## src/rtl/button_repeat_cursor_pkg.sv

```systemverilog
// Shared encodings and default 100 MHz timing constants for the button
// auto-repeat / field cursor block.
package button_repeat_cursor_pkg;

  typedef enum logic [1:0] {
    ST_IDLE   = 2'd0,
    ST_HOLD   = 2'd1,
    ST_REPEAT = 2'd2
  } rep_state_e;

  typedef enum logic {
    DIR_INC = 1'b0,
    DIR_DEC = 1'b1
  } rep_dir_e;

  localparam int DEF_HOLD_CYCLES   = 50_000_000;  // 0.5 s at 100 MHz
  localparam int DEF_REPEAT_CYCLES = 10_000_000;  // 0.1 s at 100 MHz
  localparam int DEF_NUM_FIELDS    = 3;
  localparam int DEF_CW            = 2;
  localparam int DEF_TW            = 26;

endpackage

```

## src/rtl/button_repeat_cursor_repeat_timer.sv

```systemverilog
// Hold/repeat interval counter: clear, enable, and terminal-count compare
// against either the hold or the repeat limit.
module repeat_timer #(
  parameter int TW            = 26,
  parameter int HOLD_CYCLES   = 50_000_000,
  parameter int REPEAT_CYCLES = 10_000_000
) (
  input  logic clk,
  input  logic reset,
  input  logic clr,
  input  logic en,
  input  logic sel_rep,
  output logic tc
);

  localparam logic [TW-1:0] HOLD_LAST = TW'(HOLD_CYCLES - 1);
  localparam logic [TW-1:0] REP_LAST  = TW'(REPEAT_CYCLES - 1);

  logic [TW-1:0] cnt;

  always_ff @(posedge clk) begin
    if (!reset)   cnt <= '0;
    else if (clr) cnt <= '0;
    else if (en)  cnt <= cnt + TW'(1);
  end

  // Owner clears on tc, so the count never runs past the selected limit.
  assign tc = (cnt == (sel_rep ? REP_LAST : HOLD_LAST));

endmodule

```

## src/rtl/button_repeat_cursor.sv

```systemverilog
// Turns debounced key levels into inc/dec command pulses with hold-to-repeat
// and maintains a wrap-around field cursor for the time/date editor.
module button_repeat_cursor
  import button_repeat_cursor_pkg::*;
#(
  parameter int HOLD_CYCLES   = DEF_HOLD_CYCLES,
  parameter int REPEAT_CYCLES = DEF_REPEAT_CYCLES,
  parameter int NUM_FIELDS    = DEF_NUM_FIELDS,
  parameter int CW            = DEF_CW,
  parameter int TW            = DEF_TW
) (
  input  logic          clk,
  input  logic          reset,
  input  logic          edit_en,
  input  logic          au,
  input  logic          dis,
  input  logic          l,
  input  logic          r,
  output logic          inc_pulse,
  output logic          dec_pulse,
  output logic [CW-1:0] cursor,
  output logic          cursor_mv
);

  localparam logic [CW-1:0] LAST_FIELD = CW'(NUM_FIELDS - 1);

  logic au_prev, dis_prev, l_prev, r_prev;
  logic rise_au, rise_dis, rise_l, rise_r;

  always_ff @(posedge clk) begin
    if (!reset) begin
      au_prev  <= 1'b0;
      dis_prev <= 1'b0;
      l_prev   <= 1'b0;
      r_prev   <= 1'b0;
    end else begin
      au_prev  <= au;
      dis_prev <= dis;
      l_prev   <= l;
      r_prev   <= r;
    end
  end

  assign rise_au  = au  & ~au_prev;
  assign rise_dis = dis & ~dis_prev;
  assign rise_l   = l   & ~l_prev;
  assign rise_r   = r   & ~r_prev;

  rep_state_e state, state_n;
  rep_dir_e   dir, dir_n;
  logic       fire, tmr_clr, tmr_en, tmr_tc;
  logic       key_on, key_other;

  repeat_timer #(
    .TW           (TW),
    .HOLD_CYCLES  (HOLD_CYCLES),
    .REPEAT_CYCLES(REPEAT_CYCLES)
  ) u_timer (
    .clk    (clk),
    .reset  (reset),
    .clr    (tmr_clr),
    .en     (tmr_en),
    .sel_rep(state == ST_REPEAT),
    .tc     (tmr_tc)
  );

  always_ff @(posedge clk) begin
    if (!reset) begin
      state <= ST_IDLE;
      dir   <= DIR_INC;
    end else begin
      state <= state_n;
      dir   <= dir_n;
    end
  end

  assign key_on    = (dir == DIR_DEC) ? dis : au;
  assign key_other = (dir == DIR_DEC) ? au  : dis;

  always_comb begin
    state_n = state;
    dir_n   = dir;
    fire    = 1'b0;
    tmr_clr = 1'b0;
    tmr_en  = 1'b0;
    case (state)
      ST_IDLE: begin
        tmr_clr = 1'b1;
        if (rise_au && !dis) begin
          state_n = ST_HOLD;
          dir_n   = DIR_INC;
          fire    = 1'b1;
        end else if (rise_dis && !au) begin
          state_n = ST_HOLD;
          dir_n   = DIR_DEC;
          fire    = 1'b1;
        end
      end
      ST_HOLD, ST_REPEAT: begin
        // Release or chord beats the terminal count: no pulse on that edge.
        if (!key_on || key_other) begin
          state_n = ST_IDLE;
          tmr_clr = 1'b1;
        end else if (tmr_tc) begin
          state_n = ST_REPEAT;
          fire    = 1'b1;
          tmr_clr = 1'b1;
        end else begin
          tmr_en  = 1'b1;
        end
      end
      default: begin
        state_n = ST_IDLE;
        tmr_clr = 1'b1;
      end
    endcase
    if (!edit_en) begin
      state_n = ST_IDLE;
      fire    = 1'b0;
      tmr_clr = 1'b1;
      tmr_en  = 1'b0;
    end
  end

  logic mv_r, mv_l;
  logic [CW-1:0] cursor_n;

  assign mv_r = edit_en & rise_r & ~rise_l;
  assign mv_l = edit_en & rise_l & ~rise_r;

  always_comb begin
    cursor_n = cursor;
    if (mv_r)      cursor_n = (cursor == LAST_FIELD) ? '0 : cursor + CW'(1);
    else if (mv_l) cursor_n = (cursor == '0) ? LAST_FIELD : cursor - CW'(1);
  end

  always_ff @(posedge clk) begin
    if (!reset) begin
      inc_pulse <= 1'b0;
      dec_pulse <= 1'b0;
      cursor_mv <= 1'b0;
      cursor    <= '0;
    end else begin
      inc_pulse <= fire & (dir_n == DIR_INC);
      dec_pulse <= fire & (dir_n == DIR_DEC);
      cursor_mv <= mv_r | mv_l;
      cursor    <= cursor_n;
    end
  end

endmodule

```

## config.mk

```make
export PLATFORM = sky130hd
export DESIGN_NAME = button_repeat_cursor
export DESIGN_NICKNAME = d
export VERILOG_FILES = /design/src/rtl/button_repeat_cursor_pkg.sv /design/src/rtl/button_repeat_cursor_repeat_timer.sv /design/src/rtl/button_repeat_cursor.sv
export SDC_FILE = /design/constraint.sdc
export NUM_CORES = 1
export LEC_CHECK = 0
export BUFFER_PORTS_ARGS = -buffer_cell sky130_fd_sc_hd__buf_2
export CAP_MARGIN = 20
export CORE_AREA = 2 2 61 63
export DETAILED_ROUTE_END_ITERATION = 10
export DIE_AREA = 0 0 63 65
export HOLD_SLACK_MARGIN = 0.15
export PLACE_DENSITY = 0.69
export SETUP_SLACK_MARGIN = 0.15
export SYNTH_ARGS = -nofsm -noshare
export SYNTH_HDL_FRONTEND = slang
export SYNTH_SLANG_ARGS = --single-unit
```

## constraint.sdc

```tcl
create_clock -name clk -period 6.3 [get_ports clk]
set_clock_uncertainty 0.05 [all_clocks]
set_input_delay 0.63 -clock clk [delete_from_list [all_inputs] [get_ports clk]]
set_output_delay 0.63 -clock clk [all_outputs]
set_load 0.01 [all_outputs]
```

==> summary.md <==
| Metric | Value |
|---|---|
| Startpoint Class | flop |
| Post-synth top area share | 0.414 |
| Vias in the first global route | roughly 1.2k |
| Status | complete, no violations |
| Fin crit share | 0.417 |
| Seq cells post-synth | 38 |
| Multi-input gate area | just under 0.001 mm^2 |
| Max Root-Sink Buffers | 2 |
| Io pins | 12 |
| Synth area leader | dfxtp_1 |
| Met2 wire length | roughly 1300 um |
| Die Y | between 60 and 70 um |
| Max rail drop VDD | ~0.15 mV |
| DP Cell Count | approximately 260 |
| Post-Syn Instances | about 200 |
| Worst-path fanout max | 26 |
| Synth async-reset ratio | 0 |
| Netlist Area Pre-Place | around 0.0018 mm^2 |
| Met3 WL post-DR | 102 um |
| Max Clk Rate | 381 MHz |
| Rel. slew slack | 0.346 |
| DP HPWL | around 2200 um |
| All-Layer GR Usage | 0.172 |
| Tot Pwr | between 0.4 and 0.5 mW |
| Period minus WS final | roughly 2.6 ns |
| Final setup TNS | 0 ns |
| DR pass1 iterations | 4 |
| Predominant post-synthesis flop cell | dfxtp_1 |
| Post-CTS setup buffers | 0 |
| Leak | roughly 0.67 nW |
| Cts repair resizes | 0 |
| TritonCTS Buffers | 5 |
| DRT iter0 DRCs | 75 |
| Number of enable flip-flop cells after synthesis | 0 |
| Setup crit start | state[0] |
| # setup viols final | 0 |
| Worst path arrival time | approximately 2.8 ns |
| Seq/Total Area, Yosys | 0.414 |
| CP endpoint kind | flop |
| Detailed-route via count | between 1k and 1.5k |
| Placer Congestion | ~0.83 |
| Fin cells | approximately 270 |
| Synth warn | 0 |
| Row count | 22 |
| Met1 wire length | 1580 um |
| ANT cells | 0 |
| Largest net degree at the start of global routing | 27 |
| Unrepaired setup endpoints after global routing | no |
| CTS tree | yes |
| Layout cells sized above 1 | 0.138 |
| P per Cell Area | around 220 mW/mm^2 |
| R2R cell count | 6 |
| Most frequent cells in the layout | dfxtp_1 (38), nor2_1 (36), nand2_1 (17) |
| Antenna violations before repair | 0 |
| WHS | 0.411 ns |
| Synth Net Count | 218 |
| Avg Cell Area, Syn | ~9.0 um^2 |
| Clk Latency, worst-skew pair | ~0.34 ns |
| Port Buffers | 11 |
| Die ar. | a little over 0.004 mm^2 |
| Hold Path Cell Cnt | 1 |
| Max cap viols | 0 |
| Hold_sp | u_timer.cnt[0] |
| Routed len/inst | between 10 and 15 um |
| CORE AREA | 0.00350 mm^2 |
| Final Slew Violations | 0 |
| P&R area growth vs syn | 6.95% |
| Total global routing overflow | 0 |
| Clock sinks | 38 |
| Worst-path clk slew | around 0.11 ns |
| DR top layer | met4 |
| DR vias/cell | just over 5 |
| ANT nets after route | 0 |
| Slew @ Worst Pin | between 0.9 and 1 ns |
| Critical path required time | roughly 6.5 ns |
| Commonest non-fill, non-tap cell in the layout | dfxtp_1 |
| Initial core utilization | 0.525 |
| Fin. Hold Viols | 0 |
| DRT Wirelength | roughly 3100 um |
| Worst r2r src | state[0] |
| Nets | between 200 and 250 |
| HP Class | reg -> reg |
| Drc violations | 0 |
| Htree depth | 2 |
| Root Buffer | clkbuf_4 |
| Ranking of synthesized cells by area | dfxtp_1 (41%), nor2_1 (7.4%), xor2_1 (6.2%) |
| Die width | between 60 and 70 um |
| Synth unique cells | 36 |
| First-pass GRT wire length | 5490 um |
| CP Class | reg -> reg |
| Hold-fix buffers, CTS | 0 |
| Fill count | approximately 340 |
| Seq. cell area | roughly 760 um^2 |
-- kinds of logic (layout without fill, tap and decap cells) --
logic type / count (synthesis) / in the layout / synth area share
compound gates: 15 / 15 / 0.0668
xor+xnor: 25 / 25 / 0.119
fa+ha+maj: 7 / 7 / 0.0477
buf+inv: 13 / 27 / 0.0525
flops: 38 / 38 / 0.414
mux: 1 / 1 / 0.00613
simple gates: 105 / 105 / 0.294
-- sequential cells by signal, indices dropped and copies added (netlist names) --
| name | cells |
|---|---|
| cursor_mv | 1 |
| dir | 1 |
| dec_pulse | 1 |
| dis_prev | 1 |
| cursor | 2 |
| u_timer.cnt | 26 |
| state | 2 |
| l_prev | 1 |
| r_prev | 1 |
| inc_pulse | 1 |
| au_prev | 1 |
-- synth_stat cells, drive strengths merged, types with 2 or more instances --
cell    number
nand3        7
o21ai        3
xnor2       12
ha           7
nor3         5
or3          2
nand4        6
nand2       17
a211oi       4
nor2        36
nor4         7
nor3b        2
buf          4
xor2        13
dfxtp       38
or2          5
and3         4
inv          8
a21oi        3
nor2b        3
and2         5
-- metrics by stage --
stage                      util  cell area, um^2  worst slack [ns]
final                     0.562             1960              3.67
after global routing      0.562             1960              3.45
after CTS                 0.562             1960              3.63
after detailed placement  0.539             1890              3.63
after global placement    0.539             1890              3.72
after floorplan               -             1840              4.21
-- per-layer routing --
layer,GRT usage,vias to the layer above
met5,0,-
met4,0.0889,0
met3,0.0573,9
met2,0.254,16
met1,0.222,626
li1,-,718
-- final timing paths --
check	slack, ns	endpoint
hold / removal	0.41	u_timer.cnt[0]
setup / recovery	3.67	u_timer.cnt[12]
hold reg to reg	0.41	u_timer.cnt[0]
setup reg to reg	3.67	u_timer.cnt[12]
-- worst max-delay path, cell delays in order (launching register included) --
cell and delay [ns]:
dfxtp_1 0.35, inv_1 0.07, ha_1 0.22, or4_4 0.50
a2111oi_4 0.44, or3_1 0.75, nor2_1 0.11
-- layout make-up --
| type | count | share of cell area |
|---|---|---|
| Multi-Input combinational cell | 153 | 0.499 |
| Sequential cell | 38 | 0.387 |
| Clock buffer | 8 | 0.0401 |
| Tap cell | 48 | 0.0306 |
| Timing Repair Buffer | 11 | 0.0280 |
| Inverter | 8 | 0.0153 |
-- power by group --
group / leakage (nW) / switching, mW / internal (mW)
Sequential: 0.308 / 0.00223 / 0.244
Combinational: 0.318 / 0.0141 / 0.0122
Clock: 0.0446 / 0.0763 / 0.0763
Power figures use the tool's default switching activity.
